--- src/rtl/golden_nonce_queue_pkg.sv ---
// Shared miner constants and types used by the golden-nonce reporting path.
package golden_nonce_queue_pkg;

  localparam int NONCE_W       = 32;
  localparam int DEFAULT_DEPTH = 8;
  localparam int DEFAULT_CNT_W = 8;

  typedef logic [NONCE_W-1:0] nonce_t;

endpackage

--- src/rtl/golden_nonce_ram.sv ---
// Storage array for the golden-nonce queue: one write port, asynchronous read, no reset.
module golden_nonce_ram
  import golden_nonce_queue_pkg::*;
#(
  parameter int DEPTH = DEFAULT_DEPTH
) (
  input  logic                     clk_i,
  input  logic                     we_i,
  input  logic [$clog2(DEPTH)-1:0] waddr_i,
  input  logic [NONCE_W-1:0]       wdata_i,
  input  logic [$clog2(DEPTH)-1:0] raddr_i,
  output logic [NONCE_W-1:0]       rdata_o
);

  nonce_t mem_q [DEPTH];

  // Write port; contents are never cleared, the queue masks stale entries.
  always_ff @(posedge clk_i) begin
    if (we_i) begin
      mem_q[waddr_i] <= wdata_i;
    end
  end

  assign rdata_o = mem_q[raddr_i];

endmodule

--- src/rtl/golden_nonce_queue.sv ---
// First-word-fall-through queue buffering golden nonces from the hash core
// for the host, with sticky overflow flag and saturating drop counter.
module golden_nonce_queue
  import golden_nonce_queue_pkg::*;
#(
  parameter int DEPTH = DEFAULT_DEPTH,
  parameter int CNT_W = DEFAULT_CNT_W
) (
  input  logic                     hash_clk,
  input  logic                     reset,
  input  logic [NONCE_W-1:0]       golden_nonce,
  input  logic                     golden_nonce_match,
  input  logic                     pop,
  output logic [NONCE_W-1:0]       dout,
  output logic                     dout_valid,
  output logic [$clog2(DEPTH):0]   count,
  output logic                     overflow,
  output logic [CNT_W-1:0]         drop_count,
  input  logic                     clear_overflow
);

  localparam int PTR_W = $clog2(DEPTH);
  localparam int CW    = PTR_W + 1;
  localparam logic [CW-1:0]    FULL_CNT = CW'(DEPTH);
  localparam logic [CW-1:0]    ZERO_CNT = {CW{1'b0}};
  localparam logic [CNT_W-1:0] DROP_MAX = {CNT_W{1'b1}};

  logic [PTR_W-1:0] wr_ptr_q, wr_ptr_d;
  logic [PTR_W-1:0] rd_ptr_q, rd_ptr_d;
  logic [CW-1:0]    count_q, count_d;
  logic             dout_valid_q, dout_valid_d;
  logic             overflow_q, overflow_d;
  logic [CNT_W-1:0] drop_count_q, drop_count_d;

  logic   pop_ok_s;
  logic   push_ok_s;
  logic   drop_s;
  logic   we_s;
  nonce_t rd_data_s;

  // A pop on a full queue frees the slot the same-cycle push lands in.
  assign pop_ok_s  = pop && (count_q != ZERO_CNT);
  assign push_ok_s = golden_nonce_match && ((count_q != FULL_CNT) || pop_ok_s);
  assign drop_s    = golden_nonce_match && !push_ok_s;
  assign we_s      = push_ok_s && !reset;

  golden_nonce_ram #(
    .DEPTH (DEPTH)
  ) u_ram (
    .clk_i   (hash_clk),
    .we_i    (we_s),
    .waddr_i (wr_ptr_q),
    .wdata_i (golden_nonce),
    .raddr_i (rd_ptr_q),
    .rdata_o (rd_data_s)
  );

  // Next-state for pointers, occupancy and overflow bookkeeping.
  always_comb begin
    wr_ptr_d     = wr_ptr_q;
    rd_ptr_d     = rd_ptr_q;
    count_d      = count_q;
    overflow_d   = overflow_q;
    drop_count_d = drop_count_q;

    if (push_ok_s) begin
      wr_ptr_d = wr_ptr_q + PTR_W'(1);
    end else begin
      wr_ptr_d = wr_ptr_q;
    end

    if (pop_ok_s) begin
      rd_ptr_d = rd_ptr_q + PTR_W'(1);
    end else begin
      rd_ptr_d = rd_ptr_q;
    end

    if (push_ok_s && !pop_ok_s) begin
      count_d = count_q + CW'(1);
    end else if (pop_ok_s && !push_ok_s) begin
      count_d = count_q - CW'(1);
    end else begin
      count_d = count_q;
    end

    // Clearing wins over a drop in the same cycle.
    if (clear_overflow) begin
      overflow_d   = 1'b0;
      drop_count_d = {CNT_W{1'b0}};
    end else if (drop_s) begin
      overflow_d   = 1'b1;
      drop_count_d = (drop_count_q == DROP_MAX) ? drop_count_q : drop_count_q + CNT_W'(1);
    end else begin
      overflow_d   = overflow_q;
      drop_count_d = drop_count_q;
    end

    dout_valid_d = (count_d != ZERO_CNT);
  end

  // State registers; reset overrides every same-cycle request.
  always_ff @(posedge hash_clk) begin
    if (reset) begin
      wr_ptr_q     <= {PTR_W{1'b0}};
      rd_ptr_q     <= {PTR_W{1'b0}};
      count_q      <= ZERO_CNT;
      dout_valid_q <= 1'b0;
      overflow_q   <= 1'b0;
      drop_count_q <= {CNT_W{1'b0}};
    end else begin
      wr_ptr_q     <= wr_ptr_d;
      rd_ptr_q     <= rd_ptr_d;
      count_q      <= count_d;
      dout_valid_q <= dout_valid_d;
      overflow_q   <= overflow_d;
      drop_count_q <= drop_count_d;
    end
  end

  assign dout       = dout_valid_q ? rd_data_s : {NONCE_W{1'b0}};
  assign dout_valid = dout_valid_q;
  assign count      = count_q;
  assign overflow   = overflow_q;
  assign drop_count = drop_count_q;

endmodule

--- config.mk ---
export PLATFORM = sky130hd
export DESIGN_NAME = golden_nonce_queue
export DESIGN_NICKNAME = d
export VERILOG_FILES = /design/src/rtl/golden_nonce_queue_pkg.sv /design/src/rtl/golden_nonce_ram.sv /design/src/rtl/golden_nonce_queue.sv
export SDC_FILE = /design/constraint.sdc
export NUM_CORES = 1
export LEC_CHECK = 0
export ABC_AREA = 1
export CORE_ASPECT_RATIO = 1.1
export CORE_MARGIN = 4
export CORE_UTILIZATION = 25
export CTS_CLUSTER_DIAMETER = 60
export DETAILED_ROUTE_END_ITERATION = 10
export PLACE_DENSITY = 0.44
export SLEW_MARGIN = 10
export SYNTH_ARGS = -nofsm -noshare
export SYNTH_HDL_FRONTEND = slang
export SYNTH_HIERARCHICAL = 1
export SYNTH_SLANG_ARGS = --single-unit
--- constraint.sdc ---
create_clock -name hash_clk -period 4.65 [get_ports hash_clk]
set_clock_uncertainty 0.15 [all_clocks]
set_input_delay 0.93 -clock hash_clk [delete_from_list [all_inputs] [get_ports hash_clk]]
set_output_delay 0.93 -clock hash_clk [all_outputs]
set_load 0.05 [all_outputs]
==> results of run 1 <==
==> synthesized netlist by cell type (all sizes together) <==
| cell | count |
|---|---|
| nand2 | 489 |
| inv | 314 |
| edfxtp | 256 |
| nand3 | 140 |
| buf | 42 |
| nor2 | 28 |
| dfxtp | 20 |
| a21oi | 12 |
| clkbuf | 10 |
| o21ai | 9 |
| ha | 5 |
| nand4 | 3 |
| nor3 | 2 |
| xnor2 | 2 |
| nand3b | 1 |
| o21a | 1 |
| xor2 | 1 |
==> layout make-up <==
class / count / area [sq um] / share of cell area
flip-flops and latches: 276 / 8095 / 0.5312
multi-input cells: 693 / 3025 / 0.1985
inverters: 314 / 1186 / 0.07783
repair buffers: 100 / 1069 / 0.07011
clock buffers: 43 / 905.9 / 0.05944
well taps: 652 / 815.8 / 0.05353
clock inverters: 17 / 140.1 / 0.009195
diodes: 1 / 2.502 / 0.0001642
==> kinds of logic after synthesis <==
kind of cell             Yosys count  synth area share
adder cells (fa/ha/maj)            5          0.004979
flip-flops                       276            0.6436
XOR/XNOR                           3          0.002091
AND/OR/NAND/NOR                  663            0.2197
AO/OA/AOI/OAI                     22          0.009260
buffers and inverters            366            0.1204
==> flip-flops by register name, summed over array words and instances (netlist names) <==
name and cells:
u_ram/mem_q 256, wr_ptr_q 3, rd_ptr_q 3, count 4, overflow 1, dout_valid 1
drop_count 8
==> worst max-delay path, delay by kind of cell (launching register included) <==
| kind | cells | cell delay (ns) |
|---|---|---|
| buffers and inverters | 4 | 1.53 |
| AND/OR/NAND/NOR | 5 | 0.43 |
| flip-flops | 1 | 0.33 |
==> power by group <==
part | internal, mW | total, mW | leakage (nW) | switching, mW
combinational | 0.480 | 1.58 | 3.78 | 1.10
sequential | 2.77 | 2.82 | 2.48 | 0.0532
clock | 1.49 | 2.51 | 0.511 | 1.02
==> per-stage QoR <==
stage	hold WS [ns]	util	power, mW	worst slack, ns	std cells
floorplan	0.2833	-	3.941	1.104	1335
global placement	0.3020	0.2876	4.493	1.087	2035
detailed placement	0.3079	0.2876	4.489	1.060	2035
CTS	0.3230	0.3088	7.047	0.6737	2095
global route	0.3593	0.3088	7.284	0.5548	2095
finish	0.3171	0.3088	6.909	0.7513	2096
==> cell usage in the layout, fill, tap and decap left out <==
cell,instances
nand2_1,482
inv_1,308
edfxtp_1,256
nand3_1,135
clkdlybuf4s50_1,82
clkbuf_16,35
dfxtp_1,16
nor2_1,15
a21oi_1,11
nor2_4,10
buf_4,9
buf_12,9
clkinv_1,8
clkbuf_1,8
o21ai_0,7
nand2_2,5
inv_6,5
ha_1,5
inv_2,4
nand3_2,4
nor2_2,3
nand4_1,3
clkinv_2,3
dfxtp_2,3
nand2_4,2
xnor2_1,2
nor3_1,2
o21ai_1,2
bufinv_16,2
diode_2,1
nand3_4,1
xor2_1,1
a21oi_2,1
nand3b_1,1
o21a_1,1
dfxtp_4,1
inv_4,1
==> metal layers <==
layer	global-route usage	share of wire
met4	0.02737	0.017
met2	0.1946	0.48
met1	0.1537	0.46
met3	0.02405	0.046
met5	0	0.00022
==> worst paths after layout <==
check        slack [ns]         from                 end  depth (start not counted)
max                0.75  rd_ptr_q[1]             dout[8]                          9
min                0.32     overflow            overflow                          1
max reg2reg        1.83     count[0]  u_ram/mem_q[4][20]                         10
min reg2reg        0.32     overflow            overflow                          1
==> key figures, run 1 <==
Power and ir drop
  – Max VDD drop: 216.8 uV
  – Lkg Pwr: 6.770 nW
  – PwrDens: 453.3 nW/um^2

Timing
  – Fin crit period: 3.899 ns
  – Final worst path period share: 0.8384
  – RSZ-0062 raised after global routing: no
  – Hold Violations, Final: 0
  – Final setup vio count: 0
  – Fmax: 0.2565 GHz
  – Slew headroom: 0.5605
  – Least-Margin Pin Slew: 0.6593 ns
  – Setup_tns: 0 ns
  – Final slew viol count: 0

Clock tree
  – Sink Count: 276
  – Total CTS buffers: 35
  – H-tree levels: 2
  – Max clock buf depth: 3
  – CTS root buffer: clkbuf_16
  – Post_cts resized: 0
  – Hold Buf Count CTS: 0
  – Clock Latency Late Sink: 0.52 ns
  – Post-CTS Setup Bufs: 0
  – Clock-pin slew on the worst setup and hold paths: 0.06 ns
  – CTS tree: yes

Logic synthesis
  – Syn_nets: 1377
  – Synth Register Bits: 276
  – Post-synthesis area per instance: 9.413 sq um
  – Unique cell type count in the Yosys netlist: 30
  – Cell count after synthesis: 1335
  – Synth area leader: edfxtp_1
  – Area contributors post-synth: edfxtp_1 (61%), nand2_1 (14%), inv_1 (9.2%)
  – Yosys top cell area share: 0.6118
  – Cell Area, Synth: 12570 sq um
  – Yosys warning count: 6
  – Sequential area share after synthesis: 0.6436

Setup path
  – Slowest Stage Delay on Critical Path: 0.80 ns
  – Slowest cell on the critical path: clkdlybuf4s50_1
  – Critical path arrival: 2.82 ns
  – Crit path max fanout: 17
  – Critical Path, Cell by Cell: inv_2 > buf_4 > nand3_1 > nand2_1 > nand2_1 > nand2_1 > nand2_1 > inv_1 > clkdlybuf4s50_1
  – CP endpoint kind: output port
  – Crit path kind: register to output port
  – Critical path's most frequent cell: nand2_1
  – Startpoint types: register
  – Worst Path Required: 3.57 ns

Route
  – Drt via density: 4.035
  – Initial DRC Count: 359
  – Drt first pass iters: 4
  – WL final: 31450 um
  – Final ANT Viol Nets: 0
  – Vias: 8457
  – WL per Instance: 15.00 um
  – DRC viols: 0

Final layout
  – Fillers: 5175
  – Layout area overhead: 21.28%
  – Layout cells sized above 1: 0.06791
  – Final instance area: 15240 sq um
  – Nets: 1462

Placement
  – IO buf count: 82
  – Placer Congestion: 0.7309
  – DP HPWL: 17330 um
  – Placed cell area: 14190 sq um

Floorplanning
  – Core area: 49350 sq um
  – Starting Density: 0.2546
  – Die width: 221.8 um
  – Die Y: 243.1 um
  – Cell row count: 85
  – Boundary pin count: 83
  – Die area: 53920 sq um

GRT
  – First-pass GRT wire length: 49090 um
  – Antenna violations before repair: 1
  – GRT Overall Usage: 0.1156
  – Vias in the first global route: 8323
  – Congestion Overflow GR: 0
  – Largest net degree at the start of global routing: 132

Outcome
  – Status: completed

Run
  – Maxcap violations: 0

Worst hold path
  – Hold Path Class: register to register
No activity file was read; power rests on OpenSTA's default activity.
==> run 2, diff against run 1 <==
==> constraint.sdc (replaced) <==
create_clock -name hash_clk -period 3.95 [get_ports hash_clk]
set_clock_uncertainty 0.15 [all_clocks]
set_input_delay 0.79 -clock hash_clk [delete_from_list [all_inputs] [get_ports hash_clk]]
set_output_delay 0.79 -clock hash_clk [all_outputs]
set_load 0.05 [all_outputs]
==> run 2 against run 1 <==
Final cell count grew 0.14%. Total power grew 20%. Largest power group unchanged. Die area is the same. Via count shrank 0.97%. Wire length shrank 2.1%. Non-clock buffer count grew 9. Critical path depth shrank 1. Cell area grew 2.1%. Count of clock-buffer cells in the layout grew 2. Sequential cell count is the same.
==> key figures, run 2 (synthesis gave the netlist of run 1 again) <==
Clock tree
  – CTS root buffer: clkbuf_16
  – Post-CTS Setup Bufs: 0 (unchanged)
  – Post_cts resized: 0 (unchanged)
  – Total CTS buffers: 31 (-11%)
  – Clock Latency Late Sink: 0.55 ns (+0.03 ns)
  – Max clock buf depth: 3 (unchanged)
  – H-tree levels: 1 (-1)
  – Clock-pin slew on the worst setup and hold paths: 0.06 ns (about the same)
  – CTS tree: yes
  – Sink Count: 276 (unchanged)
  – Hold Buf Count CTS: 0 (unchanged)

Setup path
  – Crit path max fanout: 66 (+49)
  – Slowest Stage Delay on Critical Path: 0.69 ns (-0.11 ns)
  – Reg2reg path depth: 10 (unchanged)
  – Startpoint types: register
  – FF-to-FF setup slack: 1.10 ns (-0.73 ns)
  – Critical path's most frequent cell: nand2_1
  – Critical path depth in cells: 8 (-1)
  – CP Buf/Inv Count: 3 (-1)
  – Family with the most delay on the worst path: buffers and inverters
  – Worst Path Required: 3.01 ns (-0.56 ns)
  – CP endpoint kind: output port
  – Slowest cell on the critical path: buf_4
  – Reg-to-reg endpoint: u_ram/mem_q[3][18]
  – CP Capture Point: dout[8]
  – Critical Path, Cell by Cell: buf_4 > nand3_1 > nand2_1 > nand2_1 > nand2_1 > nand2_1 > inv_1 > buf_12
  – Reg2reg start: count[0]
  – Critical path arrival: 2.38 ns (-0.44 ns)
  – Crit path kind: register to output port
  – Critical Path Start: rd_ptr_q[1]

Placement
  – Place WS: 0.5092 ns (-0.5512 ns)
  – DP HPWL: 18210 um (+5.1%)
  – Placer Congestion: 0.7163 (-2.0%)
  – Placed insts: 2044 (+0.44%)
  – IO buf count: 82 (unchanged)
  – Placed cell area: 14540 sq um (+2.5%)

Timing
  – RSZ-0062 raised after global routing: no
  – Final setup vio count: 0 (unchanged)
  – Final worst path period share: 0.8406
  – Slew headroom: 0.4011 (-0.1594)
  – Setup_tns: 0 ns (unchanged)
  – Hold Violations, Final: 0 (unchanged)
  – Fmax: 0.3012 GHz
  – Fin crit period: 3.320 ns
  – Final slew viol count: 0 (unchanged)
  – Post-route setup slack: 0.6295 ns (-0.1218 ns)
  – Least-Margin Pin Slew: 0.8984 ns (+0.2391 ns)

Floorplanning
  – Starting Density: 0.2546 (unchanged)
  – Core area: 49350 sq um (unchanged)
  – Die width: 221.8 um (unchanged)
  – Boundary pin count: 83 (unchanged)
  – Die area: 53920 sq um (unchanged)
  – Die Y: 243.1 um (unchanged)
  – Cell row count: 85 (unchanged)

Power and ir drop
  – Design Power: 8.302 mW (+20%)
  – Max VDD drop: 350.6 uV (+62%)
  – Lkg Pwr: 6.950 nW (+2.7%)
  – PwrDens: 533.8 nW/um^2 (+18%)

Route
  – Final ANT Viol Nets: 0 (unchanged)
  – Drt via density: 3.990 (-1.1%)
  – Vias: 8375 (-0.97%)
  – Drt first pass iters: 4 (unchanged)
  – WL final: 30800 um (-2.1%)
  – Initial DRC Count: 339 (-5.6%)
  – WL per Instance: 14.67 um (-2.2%)
  – DRC viols: 0 (unchanged)

GRT
  – First-pass GRT wire length: 48790 um (-0.61%)
  – Antenna violations before repair: 0 (-1)
  – Vias in the first global route: 8355 (+0.38%)
  – Largest net degree at the start of global routing: 132 (unchanged)
  – Congestion Overflow GR: 0 (unchanged)
  – GRT Overall Usage: 0.1131 (-0.002521)

Final layout
  – Biggest register: u_ram/mem_q
  – Most common cell after layout, fill and taps aside: nand2_1
  – Layout cells sized above 1: 0.09606 (+0.02815)
  – Final instance area: 15550 sq um (+2.1%)
  – Fillers: 5179 (+0.077%)
  – Layout area overhead: 23.77%
  – Nets: 1467 (+0.34%)
  – Final non-filler cell total: 2099 (+0.14%)
  – Ant diodes: 0 (-1)
  – Most frequent cells in the layout: nand2_1 (482), inv_1 (308), edfxtp_1 (256)
  – Max FFs per register: 256 (unchanged)

Run
  – Maxcap violations: 0 (unchanged)

Outcome
  – Status: completed

Worst hold path
  – Hold Path Class: register to register
run 2: cell count changes in the layout (fill, tap and decap cells not counted), sizes merged:
cell | before | now
clkinv | 11 | 5
clkdlybuf4s50 | 82 | 50
diode | 1 | 0
buf | 18 | 59
bufinv | 2 | 3
clkbuf | 43 | 45
inv | 318 | 316
run 2: routing by layer:
metal	vias up	routed length, um	track usage
met1	3909	14380	0.1525
li1	4299	-	-
met2	132	14300	0.1890
met5	-	0	0
met4	0	559	0.02682
met3	35	1565	0.02187
run 2: cell type report:
type	instances	area [sq um]	share of cell area
Inverter	314	1186	0.07627
Sequential cell	276	8095	0.5205
Tap cell	652	815.8	0.05245
Clock buffer	45	879.6	0.05656
Multi-Input combinational cell	693	3025	0.1945
Timing Repair Buffer	109	1419	0.09123
Clock inverter	10	131.4	0.008447
run 2: worst min path at each step:
| stage | start | end | slack (ns) | cells past startpoint |
|---|---|---|---|---|
| after global placement | drop_count[4] | drop_count[4] | 0.30 | 2 |
| final | drop_count[4] | drop_count[4] | 0.32 | 2 |
| after global routing | drop_count[4] | drop_count[4] | 0.36 | 2 |
| after floorplan | rd_ptr_q[2] | rd_ptr_q[2] | 0.28 | 2 |
| after detailed placement | overflow | overflow | 0.31 | 1 |
| after CTS | drop_count[4] | drop_count[4] | 0.32 | 2 |
run 2: worst min-delay path, cell delays in order, from the launching register on:
cell and delay [ns]:
dfxtp_1 0.32, inv_1 0.05, a21oi_1 0.05
run 2: power breakdown:
group	internal, mW	total [mW]	leakage, nW	switching (mW)
logic	0.781	2.11	3.98	1.33
clock network	1.73	2.86	0.496	1.13
registers	3.26	3.33	2.48	0.0718
total	5.77	8.30	6.95	2.53
run 2: through the flow:
| step | hold slack, ns | utilization |
|---|---|---|
| after floorplan | 0.2833 | - |
| after global placement | 0.3021 | 0.2947 |
| after detailed placement | 0.3077 | 0.2947 |
| after CTS | 0.3179 | 0.3152 |
| after global routing | 0.3621 | 0.3152 |
| final | 0.3151 | 0.3152 |
==> run 3, diff against run 2 <==
--- a/config.mk
+++ b/config.mk
@@ -11,7 +11,7 @@
 export CORE_UTILIZATION = 25
 export CTS_CLUSTER_DIAMETER = 60
 export DETAILED_ROUTE_END_ITERATION = 10
-export PLACE_DENSITY = 0.44
+export PLACE_DENSITY = 0.46
 export SLEW_MARGIN = 10
 export SYNTH_ARGS = -nofsm -noshare
 export SYNTH_HDL_FRONTEND = slang
==> constraint.sdc (replaced) <==
create_clock -name hash_clk -period 2.8 [get_ports hash_clk]
set_clock_uncertainty 0.15 [all_clocks]
set_input_delay 0.56 -clock hash_clk [delete_from_list [all_inputs] [get_ports hash_clk]]
set_output_delay 0.56 -clock hash_clk [all_outputs]
set_load 0.05 [all_outputs]
==> run 3 against run 2 <==
Die area is the same. Core utilization increased by 0.93 points. Non-clock buffer count grew 10. Count of clock-buffer cells in the layout is 2 lower. Hold slack got worse by 0.0035 ns. Register-to-register slack worse by 0.71 ns. Clock power rose by 57%. Setup slack got worse by 0.51 ns. Sequential share of layout area fell by 1.5 points. Sequential power up 41%.
==> key figures, run 3 (synthesis gave the netlist of run 1 again) <==
Worst hold path
  – Min-Delay Startpoint: drop_count[4]
  – Hold Path Class: register to register

Clock tree
  – Total CTS buffers: 34 (+9.7%)
  – Clock-pin slew on the worst setup and hold paths: 0.06 ns (about the same)
  – Max clock buf depth: 3 (unchanged)
  – Clock Latency Late Sink: 0.51 ns (-0.04 ns)
  – H-tree levels: 2 (+1)
  – Sink Count: 276 (unchanged)
  – Hold Buf Count CTS: 0 (unchanged)
  – CTS tree: yes
  – CTS root buffer: clkbuf_16

Route
  – Top Metal Used: met4
  – Final ANT Viol Nets: 0 (unchanged)
  – DR WL met3: 1436 um (-8.2%)
  – Drt first pass iters: 4 (unchanged)
  – DRC viols: 0 (unchanged)
  – Vias: 8526 (+1.8%)
  – DR WL met2: 14210 um (-0.64%)
  – WL final: 31020 um (+0.71%)
  – Initial DRC Count: 398 (+17%)
  – WL per Instance: 14.66 um (-0.10%)
  – Drt via density: 4.029 (+0.99%)
  – Metal-1 WL: 14870 um (+3.4%)

Power and ir drop
  – Sw frac: 0.3047 (-0.0003532)
  – Switching pwr: 3.737 mW (+48%)
  – Lkg Pwr: 7.147 nW (+2.8%)
  – Power share of the sequential group: 0.381 (-0.020)
  – P_int: 8.527 mW (+48%)
  – PwrDens: 766.0 nW/um^2 (+44%)
  – Max VDD drop: 295.4 uV (-16%)
  – Clock power share: 0.365 (+0.020)
  – Logic pwr share: 0.253 (about the same)

Final layout
  – Final non-filler cell total: 2116 (+0.81%)
  – Max FFs per register: 256 (unchanged)
  – Biggest register: u_ram/mem_q
  – Ant diodes: 0 (unchanged)
  – Most frequent cells in the layout: nand2_1 (482), inv_1 (308), edfxtp_1 (256)
  – Layout cells sized above 1: 0.1086 (+0.01255)
  – Nets: 1480 (+0.89%)
  – Final core occ: 0.3244 (+0.009280)
  – Most common cell after layout, fill and taps aside: nand2_1
  – Layout area overhead: 27.41%

Setup path
  – Worst Path Required: 2.09 ns (-0.92 ns)
  – Slowest Stage Delay on Critical Path: 0.39 ns (-0.30 ns)
  – Critical path arrival: 1.98 ns (-0.40 ns)
  – Slowest cell on the critical path: dfxtp_4
  – CP endpoint kind: output port
  – Critical Path Start: rd_ptr_q[0]
  – Critical Path, Cell by Cell: buf_12 > nand2_1 > nand3_1 > nand2_1 > nand2_1 > nand2_1 > nand2_1 > inv_1 > buf_12
  – Reg2reg start: count[0]
  – Startpoint types: register
  – Crit path kind: register to output port
  – Crit path max fanout: 68 (+3.0%)
  – Critical path's most frequent cell: nand2_1

Floorplanning
  – Cell row count: 85 (unchanged)
  – Starting Density: 0.2546 (unchanged)
  – Die width: 221.8 um (unchanged)
  – Die Y: 243.1 um (unchanged)
  – Boundary pin count: 83 (unchanged)
  – Die area: 53920 sq um (unchanged)
  – Core area: 49350 sq um (unchanged)

Placement
  – Placed insts: 2052 (+0.39%)
  – DP HPWL: 19010 um (+4.4%)
  – Placer Congestion: 0.7636 (+6.6%)
  – IO buf count: 82 (unchanged)
  – Place WS: 0.07399 ns (-0.4352 ns)

Timing
  – Slew headroom: 0.6296 (+0.2285)
  – Final worst path period share: 0.9591
  – Post-route setup slack: 0.1146 ns (-0.5150 ns)
  – Least-Margin Pin Slew: 0.5539 ns (-0.3445 ns)
  – Fmax: 0.3724 GHz
  – Final slew viol count: 0 (unchanged)
  – Final setup vio count: 0 (unchanged)
  – Fin crit period: 2.685 ns
  – Hold Violations, Final: 0 (unchanged)
  – Hold slack: 0.3116 ns (-0.003521 ns)
  – RSZ-0062 raised after global routing: yes

GRT
  – Antenna violations before repair: 0 (unchanged)
  – Congestion Overflow GR: 0 (unchanged)
  – First-pass GRT wire length: 47600 um (-2.4%)
  – Vias in the first global route: 8369 (+0.17%)
  – Largest net degree at the start of global routing: 69 (-48%)
  – GRT Overall Usage: 0.1113 (-0.001823)

Outcome
  – Status: completed

Run
  – Maxcap violations: 0 (unchanged)
run 3: cell count changes in the layout (fill, tap and decap cells not counted), sizes merged:
cell / previous run / this run
buf: 59 / 68
inv: 316 / 319
clkinv: 5 / 10
clkdlybuf4s50: 50 / 49
clkinvlp: 0 / 1
run 3: final timing paths:
check                                           to  cells after the start  slack, ns
worst max-delay path                      dout[31]                      9       0.11
worst min-delay path                 drop_count[4]                      2       0.31
worst max register to register  u_ram/mem_q[0][14]                     12       0.39
worst min register to register       drop_count[4]                      2       0.31
run 3: metal layers:
layer,vias up,GRT usage
li1,4325,-
met1,4019,0.1532
met2,151,0.1814
met3,31,0.02175
met4,0,0.02773
met5,-,0
run 3: metrics by stage:
stage	power (mW)	instance area [sq um]	TNS (ns)
after CTS	12.41	15940	0
after global placement	7.858	14770	0
after floorplan	6.547	12590	-66.68
after global routing	12.87	16010	-0.04606
final	12.26	16010	0
after detailed placement	7.872	14770	0
run 3: repair_timing:
| item | 4_1_cts | 5_1_grt |
|---|---|---|
| setup buffers | 0 | 0 |
| endpoints found under the setup margin | 11 | 18 |
| cloned | 0 | 2 |
| gates resized for setup | 2 | 5 |
run 3: power groups by stage:
| stage | clock, mW | combinational [mW] | sequential (mW) |
|---|---|---|---|
| floorplan | 0 | 1.78 | 4.77 |
| global placement | 0 | 3.10 | 4.76 |
| detailed placement | 0 | 3.11 | 4.77 |
| CTS | 4.61 | 3.11 | 4.68 |
| global route | 4.79 | 3.39 | 4.69 |
| finish | 4.48 | 3.11 | 4.68 |
run 3: layout make-up:
type	count	area, sq um
Fill cell	5117	33340
Sequential cell	276	8095
Multi-Input combinational cell	693	3025
Timing Repair Buffer	119	1724
Inverter	314	1189
Clock buffer	43	968.4
Tap cell	652	815.8
Clock inverter	19	192.7
run 3: worst max-delay path: cells and delay by family, from the launching register on:
kind          cells  cell delay, ns
buf+inv           3            0.51
flops             1            0.39
simple gates      6            0.54
